**src/rtl/alu_arbiter_if.sv**
```systemverilog
// alu_arbiter_if
//   Bundles the two requester channels and the ALU side of alu_arbiter.
//   slave  : the arbiter's view (requests/operands/alu_in in, grants,
//            completions, result and ALU drive out).
//   master : the environment's view (requesters plus the alu16 datapath).
//   Signals:
//     req0/req1, fs0/fs1, a0/b0/a1/b1 : requester inputs
//     gnt0/gnt1, done0/done1          : one-cycle grant / completion pulses
//     res, busy                       : registered result, not-idle flag
//     alu_a, alu_b, alufs, alu_clr    : drive to the ALU
//     alu_in                          : combinational ALU result
interface alu_arbiter_if #(
   parameter int WIDTH = 16
);
   logic             req0;
   logic             req1;
   logic [1:0]       fs0;
   logic [1:0]       fs1;
   logic [WIDTH-1:0] a0;
   logic [WIDTH-1:0] b0;
   logic [WIDTH-1:0] a1;
   logic [WIDTH-1:0] b1;
   logic             gnt0;
   logic             gnt1;
   logic             done0;
   logic             done1;
   logic [WIDTH-1:0] res;
   logic             busy;
   logic [WIDTH-1:0] alu_a;
   logic [WIDTH-1:0] alu_b;
   logic [1:0]       alufs;
   logic             alu_clr;
   logic [WIDTH-1:0] alu_in;

   modport slave (
      input  req0, req1, fs0, fs1, a0, b0, a1, b1, alu_in,
      output gnt0, gnt1, done0, done1, res, busy,
             alu_a, alu_b, alufs, alu_clr
   );

   modport master (
      output req0, req1, fs0, fs1, a0, b0, a1, b1, alu_in,
      input  gnt0, gnt1, done0, done1, res, busy,
             alu_a, alu_b, alufs, alu_clr
   );
endinterface

```
**src/rtl/alu_arbiter.sv**
```systemverilog
// alu_arbiter
//   Shares one combinational alu16 between two requesters. Each operation
//   takes a fixed IDLE -> ISSUE -> WB walk: operands are captured on the
//   grant, the ALU result is latched into res at the end of ISSUE, and the
//   winner sees done in WB. Ties alternate through a round-robin pointer.
//   Ports:
//     clk       : clock, rising edge
//     reset     : asynchronous, active-low
//     bus       : alu_arbiter_if.slave (requesters + ALU)
//     state_dbg : current FSM state (0=IDLE, 1=ISSUE, 2=WB)
//   WIDTH must be 16 to match the alu16 datapath.
//
// Handshake: a requester holds reqN with its fsN/aN/bN stable; the
// arbiter samples requests only in IDLE. gntN pulses for one cycle when
// the operands have been captured, after which the requester may drop
// reqN and change operands. doneN pulses for one cycle two cycles after
// the sampling edge; res is valid in that cycle and held afterwards.
// Requests seen outside IDLE are not remembered.
module alu_arbiter #(
   parameter int WIDTH = 16
) (
   input  logic              clk,
   input  logic              reset,
   alu_arbiter_if.slave      bus,
   output logic [1:0]        state_dbg
);

   typedef enum logic [1:0] {
      IDLE  = 2'd0,
      ISSUE = 2'd1,
      WB    = 2'd2
   } state_t;

   state_t           state;
   logic             prio;      // requester favoured on a tie
   logic             win;       // requester owning the in-flight op
   logic [WIDTH-1:0] op_a;
   logic [WIDTH-1:0] op_b;
   logic [1:0]       op_fs;
   logic [WIDTH-1:0] res_q;
   logic             gnt0_q;
   logic             gnt1_q;
   logic             done0_q;
   logic             done1_q;
   logic             busy_q;
   logic             clr_q;
   logic             pick1;

   // Requester 1 wins when it is alone, or when both ask and it holds priority.
   always_comb begin
      pick1 = bus.req1 & (~bus.req0 | prio);
   end

   always_ff @(posedge clk or negedge reset) begin
      if (!reset) begin
         state   <= IDLE;
         prio    <= 1'b0;
         win     <= 1'b0;
         op_a    <= '0;
         op_b    <= '0;
         op_fs   <= 2'b00;
         res_q   <= '0;
         gnt0_q  <= 1'b0;
         gnt1_q  <= 1'b0;
         done0_q <= 1'b0;
         done1_q <= 1'b0;
         busy_q  <= 1'b0;
         clr_q   <= 1'b1;
      end else begin
         case (state)
            IDLE: begin
               if (bus.req0 | bus.req1) begin
                  state  <= ISSUE;
                  win    <= pick1;
                  op_a   <= pick1 ? bus.a1  : bus.a0;
                  op_b   <= pick1 ? bus.b1  : bus.b0;
                  op_fs  <= pick1 ? bus.fs1 : bus.fs0;
                  gnt0_q <= ~pick1;
                  gnt1_q <= pick1;
                  busy_q <= 1'b1;
                  clr_q  <= 1'b0;   // release the ALU only for ISSUE
               end
            end
            ISSUE: begin
               state   <= WB;
               res_q   <= bus.alu_in;
               gnt0_q  <= 1'b0;
               gnt1_q  <= 1'b0;
               done0_q <= ~win;
               done1_q <= win;
               clr_q   <= 1'b1;
            end
            WB: begin
               state   <= IDLE;
               done0_q <= 1'b0;
               done1_q <= 1'b0;
               busy_q  <= 1'b0;
               prio    <= ~win;     // loser of this round wins the next tie
            end
            default: begin
               state   <= IDLE;
               gnt0_q  <= 1'b0;
               gnt1_q  <= 1'b0;
               done0_q <= 1'b0;
               done1_q <= 1'b0;
               busy_q  <= 1'b0;
               clr_q   <= 1'b1;
            end
         endcase
      end
   end

   // Operand registers feed the ALU in every state; alu_clr keeps its
   // output at zero except during ISSUE.
   assign bus.alu_a   = op_a;
   assign bus.alu_b   = op_b;
   assign bus.alufs   = op_fs;
   assign bus.alu_clr = clr_q;
   assign bus.res     = res_q;
   assign bus.gnt0    = gnt0_q;
   assign bus.gnt1    = gnt1_q;
   assign bus.done0   = done0_q;
   assign bus.done1   = done1_q;
   assign bus.busy    = busy_q;
   assign state_dbg   = state;

endmodule

```
**src/flat_wrapper.sv**
```systemverilog
// flat-port wrapper written by rule: the top's interface ports become plain ports
module alu_arbiter_flat 
#(
   parameter int WIDTH = 16
)
  (clk, reset, state_dbg, bus_req0, bus_req1, bus_fs0, bus_fs1, bus_a0, bus_b0, bus_a1, bus_b1, bus_alu_in, bus_gnt0, bus_gnt1, bus_done0, bus_done1, bus_res, bus_busy, bus_alu_a, bus_alu_b, bus_alufs, bus_alu_clr);
  alu_arbiter_if #(.WIDTH(WIDTH)) bus_i ();
  input  logic clk;
  input  logic reset;
  output logic [1:0] state_dbg;
  input wire logic [$bits(bus_i.req0)-1:0] bus_req0;
  input wire logic [$bits(bus_i.req1)-1:0] bus_req1;
  input wire logic [$bits(bus_i.fs0)-1:0] bus_fs0;
  input wire logic [$bits(bus_i.fs1)-1:0] bus_fs1;
  input wire logic [$bits(bus_i.a0)-1:0] bus_a0;
  input wire logic [$bits(bus_i.b0)-1:0] bus_b0;
  input wire logic [$bits(bus_i.a1)-1:0] bus_a1;
  input wire logic [$bits(bus_i.b1)-1:0] bus_b1;
  input wire logic [$bits(bus_i.alu_in)-1:0] bus_alu_in;
  output wire logic [$bits(bus_i.gnt0)-1:0] bus_gnt0;
  output wire logic [$bits(bus_i.gnt1)-1:0] bus_gnt1;
  output wire logic [$bits(bus_i.done0)-1:0] bus_done0;
  output wire logic [$bits(bus_i.done1)-1:0] bus_done1;
  output wire logic [$bits(bus_i.res)-1:0] bus_res;
  output wire logic [$bits(bus_i.busy)-1:0] bus_busy;
  output wire logic [$bits(bus_i.alu_a)-1:0] bus_alu_a;
  output wire logic [$bits(bus_i.alu_b)-1:0] bus_alu_b;
  output wire logic [$bits(bus_i.alufs)-1:0] bus_alufs;
  output wire logic [$bits(bus_i.alu_clr)-1:0] bus_alu_clr;
  assign bus_i.req0 = bus_req0;
  assign bus_i.req1 = bus_req1;
  assign bus_i.fs0 = bus_fs0;
  assign bus_i.fs1 = bus_fs1;
  assign bus_i.a0 = bus_a0;
  assign bus_i.b0 = bus_b0;
  assign bus_i.a1 = bus_a1;
  assign bus_i.b1 = bus_b1;
  assign bus_i.alu_in = bus_alu_in;
  assign bus_gnt0 = bus_i.gnt0;
  assign bus_gnt1 = bus_i.gnt1;
  assign bus_done0 = bus_i.done0;
  assign bus_done1 = bus_i.done1;
  assign bus_res = bus_i.res;
  assign bus_busy = bus_i.busy;
  assign bus_alu_a = bus_i.alu_a;
  assign bus_alu_b = bus_i.alu_b;
  assign bus_alufs = bus_i.alufs;
  assign bus_alu_clr = bus_i.alu_clr;
  alu_arbiter #(.WIDTH(WIDTH)) u_core (.clk(clk), .reset(reset), .bus(bus_i), .state_dbg(state_dbg));
endmodule
```
**config.mk**
```make
export PLATFORM = sky130hd
export DESIGN_NAME = alu_arbiter_flat
export DESIGN_NICKNAME = d
export VERILOG_FILES = /design/src/rtl/alu_arbiter_if.sv /design/src/rtl/alu_arbiter.sv /design/src/flat_wrapper.sv
export SDC_FILE = /design/constraint.sdc
export NUM_CORES = 1
export LEC_CHECK = 0
export CAP_MARGIN = 20
export CORE_UTILIZATION = 31
export DETAILED_ROUTE_END_ITERATION = 10
export PLACE_DENSITY = 0.76
export SLEW_MARGIN = 5
export SYNTH_ARGS = -nofsm -noshare
export SYNTH_HDL_FRONTEND = slang
export SYNTH_SLANG_ARGS = --single-unit
export TNS_END_PERCENT = 30
```
**constraint.sdc**
```tcl
create_clock -name clk -period 3.4 [get_ports clk]
set_clock_uncertainty 0.15 [all_clocks]
set_input_delay 0.34 -clock clk [delete_from_list [all_inputs] [get_ports clk]]
set_output_delay 0.34 -clock clk [all_outputs]
set_load 0.03 [all_outputs]
```
==> impl_metrics.csv, run 1 <==
group,metric,value,unit
synth,ys_warn_count,0,
die,die_x,97.7,um
route,drc,18,
worst_setup_path,path_max_fanout,9,
placed_design,dp_hpwl,5790,um
worst_setup_path,crit_required,2.91,ns
worst_setup_path,cp.buffers_inverters,1,
placed_design,gp_congestion,0.712,
global_routing,met1_usage,20.5,%
die,initial_core_util,32.3,%
clock_tree,clk_pin_slew,0.07,ns
global_routing,grt_util_met3,4.29,%
worst_setup_path,cp-end-kind,"primary output",
worst_setup_path,crit_chain,"clkdlybuf4s50_1",
synth,syn_nets,357,
worst_setup_path,timing.rr.end,"u_core.bus.alu_a[0]",
timing,period_share,63.7,%
clock_tree,insertion_delay,0.32,ns
route,viasPerCell,5.13,
finish,antenna_cells,0,
worst_setup_path,rrSetupSlack,1.34,ns
route,dr.pass1.iters,7,
timing,rsz0062_at_grt,"false",
clock_tree,cts-buffers-inserted,9,
timing,setup_violations,0,
route,wirelength,8350,um
clock_tree,clock-sinks,60,
timing,period_needed,2.17,ns
worst_setup_path,max_stage_delay,0.75,ns
synth,avgSynthCellArea,10.6,sq um
global_routing,track_usage,17.5,%
clock_tree,cts_tree,"built",
synth,ys_async_sr_fraction,100,%
synth,yosysSeqAreaShare,52.9,%
worst_setup_path,cpMaxStageDelayCell,"clkdlybuf4s50_1",
flow_run,maxCapViolCount,0,
finish,finalNonFillerCells,517,
route,first_iter_violations,126,
synth,synth-seq-cells,60,
min_path,hold_path_end,"u_core.prio",
clock_tree,ctsLongestPathBuffers,2,
die,die_area,9550,sq um
global_routing,grt.busiest_layer,"met2",
finish,area_delta_synth_final,59.7,%
die,ios,146,
min_path,whs_path_depth,1,
finish,final_area,4540,sq um
worst_setup_path,cp-start-kind,"flop",
power_and_ir_drop,leakagePower,1.75,nW
worst_setup_path,crit_type,"flop to primary output",
outcome,status,"finished with violations",
global_routing,grt-ovfl-total,0,
finish,drive_gt1_share,15.4,%
route,wl_per_cell,16.2,um
placed_design,placedCellCount,500,
power_and_ir_drop,power_density,989,nW/um^2
clock_tree,cts_root_buf,"clkbuf_8",
power_and_ir_drop,power,0.00449,W
synth,synth_ff_type,"dfrtp_1",
timing,setup_tns,0,ns
global_routing,grt_pass1_wl,13200,um
finish,nNetsFinal,492,
die,core,8810,sq um
outcome,violations,"DRC",
global_routing,antenna_found_initial,0,
min_path,hold_path.class,"flop to flop",
global_routing,grt_max_degree,39,
min_path,min_from,"u_core.win",
worst_setup_path,rr_worst_depth,3,
synth,syn_inst,269,
timing,tightest_slew,1.02,ns
power_and_ir_drop,peakVddDrop,0.308,mV
synth,netlist_area,2840,sq um
placed_design,placed_cell_area,4330,sq um
timing,clock.fmax,0.462,GHz
global_routing,use_met2,31.0,%
worst_setup_path,cp.arrival,1.68,ns
synth,synth_edf_count,0,
placed_design,io_buffer_count,145,
timing,hold_viol,0,
clock_tree,cts_setup_buffers,0,
synth,synth.distinct_cells,25,
global_routing,grt_pass1_vias,2718,
timing,max-slew-margin-rel,32.3,%
die,rows,34,
worst_setup_path,r2r_start,"u_core.state_dbg[0]",
route,drt.antenna.violating_nets,0,
timing,drv_slew,0,
die,dieHeight,97.7,um
clock_tree,htree_levels,3,
worst_setup_path,cp_top_family,"buffers and inverters",
route,num_vias,2651,
synthesized netlist by cell type (4+ instances only):
cell type,n,share of area (%)
a21oi_1,36,6.3
o21ai_0,33,5.8
a31oi_1,14,3.1
nor2_1,4,0.53
mux2_2,16,6.3
clkbuf_1,18,2.4
a31oi_2,20,8.8
buf_2,6,1.1
nand3_1,35,6.2
inv_1,5,0.66
buf_6,4,1.6
o21ai_1,5,0.88
dfrtp_1,59,52
cells by family after synthesis:
kind of cell | Yosys count | share of synthesized area (%)
buffers and inverters | 33 | 5.68
AND/OR/NAND/NOR | 48 | 8.90
multiplexers | 18 | 7.05
AO/OA/AOI/OAI | 110 | 25.5
flip-flops | 60 | 52.9
state kept, by name, summed over array words and instances (netlist names):
signal / flops
u_core.bus.alu_a: 16
u_core.bus.gnt1: 1
u_core.bus.alu_clr: 1
u_core.state_dbg: 2
u_core.bus.alufs: 2
u_core.bus.busy: 1
u_core.win: 1
u_core.bus.alu_b: 16
u_core.prio: 1
u_core.bus.res: 16
u_core.bus.gnt0: 1
u_core.bus.done1: 1
u_core.bus.done0: 1
timing repair:
item / 4_1_cts / 5_1_grt
gates resized for setup: 0 / 0
hold buffers: 1 / 0
endpoints found under the hold margin: 6 / 0
worst max path at each step:
stage	startpoint	end	slack, ns	cells past startpoint
floorplan	u_core.state_dbg[1]	u_core.bus.res[10]	1.62	5
detailed placement	bus_req1	u_core.bus.alu_a[0]	0.94	5
global placement	bus_req1	u_core.bus.gnt1	1.01	5
global route	u_core.state_dbg[0]	state_dbg[0]	1.15	1
CTS	u_core.state_dbg[0]	state_dbg[0]	1.22	1
finish	u_core.state_dbg[0]	state_dbg[0]	1.23	1
per-stage QoR:
step	setup WS [ns]	hold WS (ns)	utilization (%)
detailed placement	0.945	0.340	49.1
finish	1.23	0.346	51.5
global route	1.15	0.375	51.5
CTS	1.22	0.350	51.5
floorplan	1.62	-0.106	-
global placement	1.01	0.313	49.1
metal layers:
layer	share of wire, %	up-vias
met3	6.9	9
li1	-	1258
met4	1.2	0
met1	41	1281
met5	0	-
met2	50	103
final cells by class:
class                   instances  area (sq um)
fillers                       822          4270
flip-flops and latches         60          1500
repair buffers                152          1500
multi-input cells             176          1180
clock buffers                  11           151
well taps                     108           135
clock inverters                 5          50.0
inverters                       5          18.8
placed cells by master (no fill, tap or decap), types with 6 or more instances in the layout:
cell	netlist	layout
a21oi_1	36	36
a31oi_1	14	14
a31oi_2	20	20
buf_4	0	6
clkbuf_8	0	11
clkdlybuf4s50_1	0	144
dfrtp_1	59	59
mux2_2	16	16
nand3_1	35	35
o21ai_0	33	33
where the power goes:
group          internal [W]  switching, W  leakage (nW)
clock network      0.000374      0.000282         0.109
logic               0.00107       0.00144         0.950
registers           0.00109      0.000233         0.689
Note: power is estimated with default switching activity, not from simulation.
==> run 2, diff against run 1 <==
- clock period: 3.4 -> 2 ns (I/O delays scaled with it)
==> impl_metrics.csv, run 2 (synthesis results as in run 1) <==
group,metric,value,unit
power_and_ir_drop,peakVddDrop,0.691,mV
clock_tree,cts_setup_buffers,0,
global_routing,grt-ovfl-total,0,
clock_tree,cts_tree,"built",
finish,fill_cells,808,
worst_setup_path,endpoint,"state_dbg[0]",
route,wl_per_cell,16.0,um
worst_setup_path,rrSetupSlack,0.32,ns
die,core,8810,sq um
power_and_ir_drop,power.internal,0.00423,W
global_routing,grt_util_met3,6.16,%
finish,antenna_cells,0,
route,first_iter_violations,106,
power_and_ir_drop,leakagePower,1.77,nW
finish,final_common_cell,"clkdlybuf4s50_1",
worst_setup_path,cp.buffers_inverters,1,
clock_tree,htree_levels,3,
global_routing,met1_usage,21.3,%
worst_setup_path,cpMaxStageDelayCell,"clkdlybuf4s50_1",
worst_setup_path,timing.rr.end,"u_core.bus.alu_a[3]",
worst_setup_path,crit_type,"flop to primary output",
timing,tightest_slew,0.520,ns
finish,nNetsFinal,497,
worst_setup_path,cp-start-kind,"flop",
power_and_ir_drop,p_seq_share,29.8,%
min_path,hold_path.class,"input pin to asynchronous set/reset pin",
placed_design,io_buffer_count,145,
power_and_ir_drop,p_sw,0.00328,W
timing,setup_violations,0,
power_and_ir_drop,p_clk_share,12.7,%
timing,max-slew-margin-rel,65.3,%
die,rows,34,
worst_setup_path,cp.arrival,1.54,ns
route,num_vias,2649,
worst_setup_path,crit_required,1.65,ns
die,die_x,97.7,um
finish,area_delta_synth_final,60.7,%
placed_design,dp_hpwl,5780,um
global_routing,grt_max_degree,61,
timing,period_needed,1.89,ns
die,die_area,9550,sq um
finish,drive_gt1_share,15.7,%
global_routing,antenna_found_initial,0,
global_routing,grt_pass1_vias,2728,
global_routing,track_usage,18.4,%
die,ios,146,
outcome,violations,"DRC",
timing,hold_viol,0,
power_and_ir_drop,power_density,1640,nW/um^2
placed_design,placed_cell_area,4390,sq um
die,dieHeight,97.7,um
finish,final_cell_mix,"143 x clkdlybuf4s50_1, 59 x dfrtp_1, 36 x a21oi_1, 35 x nand3_1, 33 x o21ai_0",
clock_tree,clk_pin_slew,0.07,ns
worst_setup_path,cp-end-kind,"primary output",
clock_tree,insertion_delay,0.34,ns
clock_tree,ctsLongestPathBuffers,2,
global_routing,use_met2,31.5,%
placed_design,gp_congestion,0.731,
die,initial_core_util,32.3,%
route,viasPerCell,5.08,
worst_setup_path,startpoint,"u_core.state_dbg[0]",
timing,rsz0062_at_grt,"false",
timing,setup_tns,0,ns
worst_setup_path,max_stage_delay,0.72,ns
flow_run,maxCapViolCount,0,
route,drc,18,
power_and_ir_drop,combinationalPowerShare,57.5,%
worst_setup_path,path_depth,1,
global_routing,grt_pass1_wl,13600,um
timing,drv_slew,0,
worst_setup_path,rr_worst_depth,4,
worst_setup_path,crit_chain,"clkdlybuf4s50_1",
outcome,status,"finished with violations",
clock_tree,clock-sinks,60,
clock_tree,cts_root_buf,"clkbuf_8",
global_routing,grt.busiest_layer,"met2",
timing,clock.fmax,0.528,GHz
worst_setup_path,cp_top_family,"buffers and inverters",
worst_setup_path,r2r_start,"u_core.state_dbg[0]",
timing,period_share,94.7,%
route,drt.antenna.violating_nets,0,
power_and_ir_drop,switching_share,43.7,%
worst_setup_path,path_max_fanout,6,
route,dr.pass1.iters,9,
finish,final_area,4570,sq um
clock_tree,cts-buffers-inserted,9,
route,wirelength,8340,um
run 2: cell count changes in the layout (fill, tap and decap cells not counted), sizes merged:
cell,delta
clkinv,-2
dlygate4sd2,+1
buf,+5
clkbuf,+2
clkdlybuf4s50,-1
bufinv,-1
run 2: area by class of cell:
type	instances	area [sq um]	area share [%]
Inverter	5	18.8	0.411
Timing Repair Buffer	157	1560	34.2
Clock buffer	13	159	3.48
Sequential cell	60	1500	32.9
Clock inverter	2	10.0	0.219
Tap cell	108	135	2.96
Multi-Input combinational cell	176	1180	25.8
run 2: power by group through the flow:
| stage | registers, W | clock network [W] | logic (W) |
|---|---|---|---|
| 2_1_floorplan | 0.00335 | 0 | 0.00153 |
| 4_1_cts | 0.00224 | 0.000989 | 0.00437 |
| 3_5_place_dp | 0.00225 | 0 | 0.00437 |
| 5_1_grt | 0.00232 | 0.00105 | 0.00460 |
| 3_3_place_gp | 0.00223 | 0 | 0.00429 |
| 6_report | 0.00224 | 0.000956 | 0.00431 |
run 2: what timing repair did:
action / in CTS / in global routing
hold buffers: 1 / 0
resized for setup: 1 / 0
endpoints found under the hold margin: 60 / 0
endpoints found under the setup margin: 1 / 0
run 2: how the worst min path moves through the flow:
stage	slack, ns	cells after the start	startpoint	endpoint
after floorplan	-0.25	0	reset	u_core.bus.alu_a[0]
after global placement	0.08	2	reset	u_core.bus.alu_b[5]
after detailed placement	0.08	2	reset	u_core.bus.alu_b[0]
after CTS	0.25	3	reset	u_core.bus.alu_b[0]
after global routing	0.28	3	bus_a1[13]	u_core.bus.alu_a[13]
final	0.24	3	reset	u_core.bus.alu_b[0]
run 2: stage by stage:
step	std cells	hold slack [ns]	power, W	util (%)	worst slack, ns
2_1_floorplan	269	-0.246	0.00488	-	0.223
4_1_cts	521	0.253	0.00760	51.8	0.0793
5_1_grt	521	0.279	0.00798	51.8	0.0419
6_report	521	0.242	0.00750	51.8	0.107
3_5_place_dp	505	0.0831	0.00662	49.8	0.155
3_3_place_gp	505	0.0777	0.00652	49.8	0.202
run 2: routing by layer:
layer / share of wire (%) / up-vias
met1: 41 / 1264
met2: 50 / 105
met5: 0 / -
met3: 7.8 / 11
li1: - / 1269
met4: 1.4 / 0
==> run 3, diff against run 2 <==
- SLEW_MARGIN: 5 -> 10
==> results of run 3 <==
The final DEF is identical to that of run 2; final timing and power are the same.
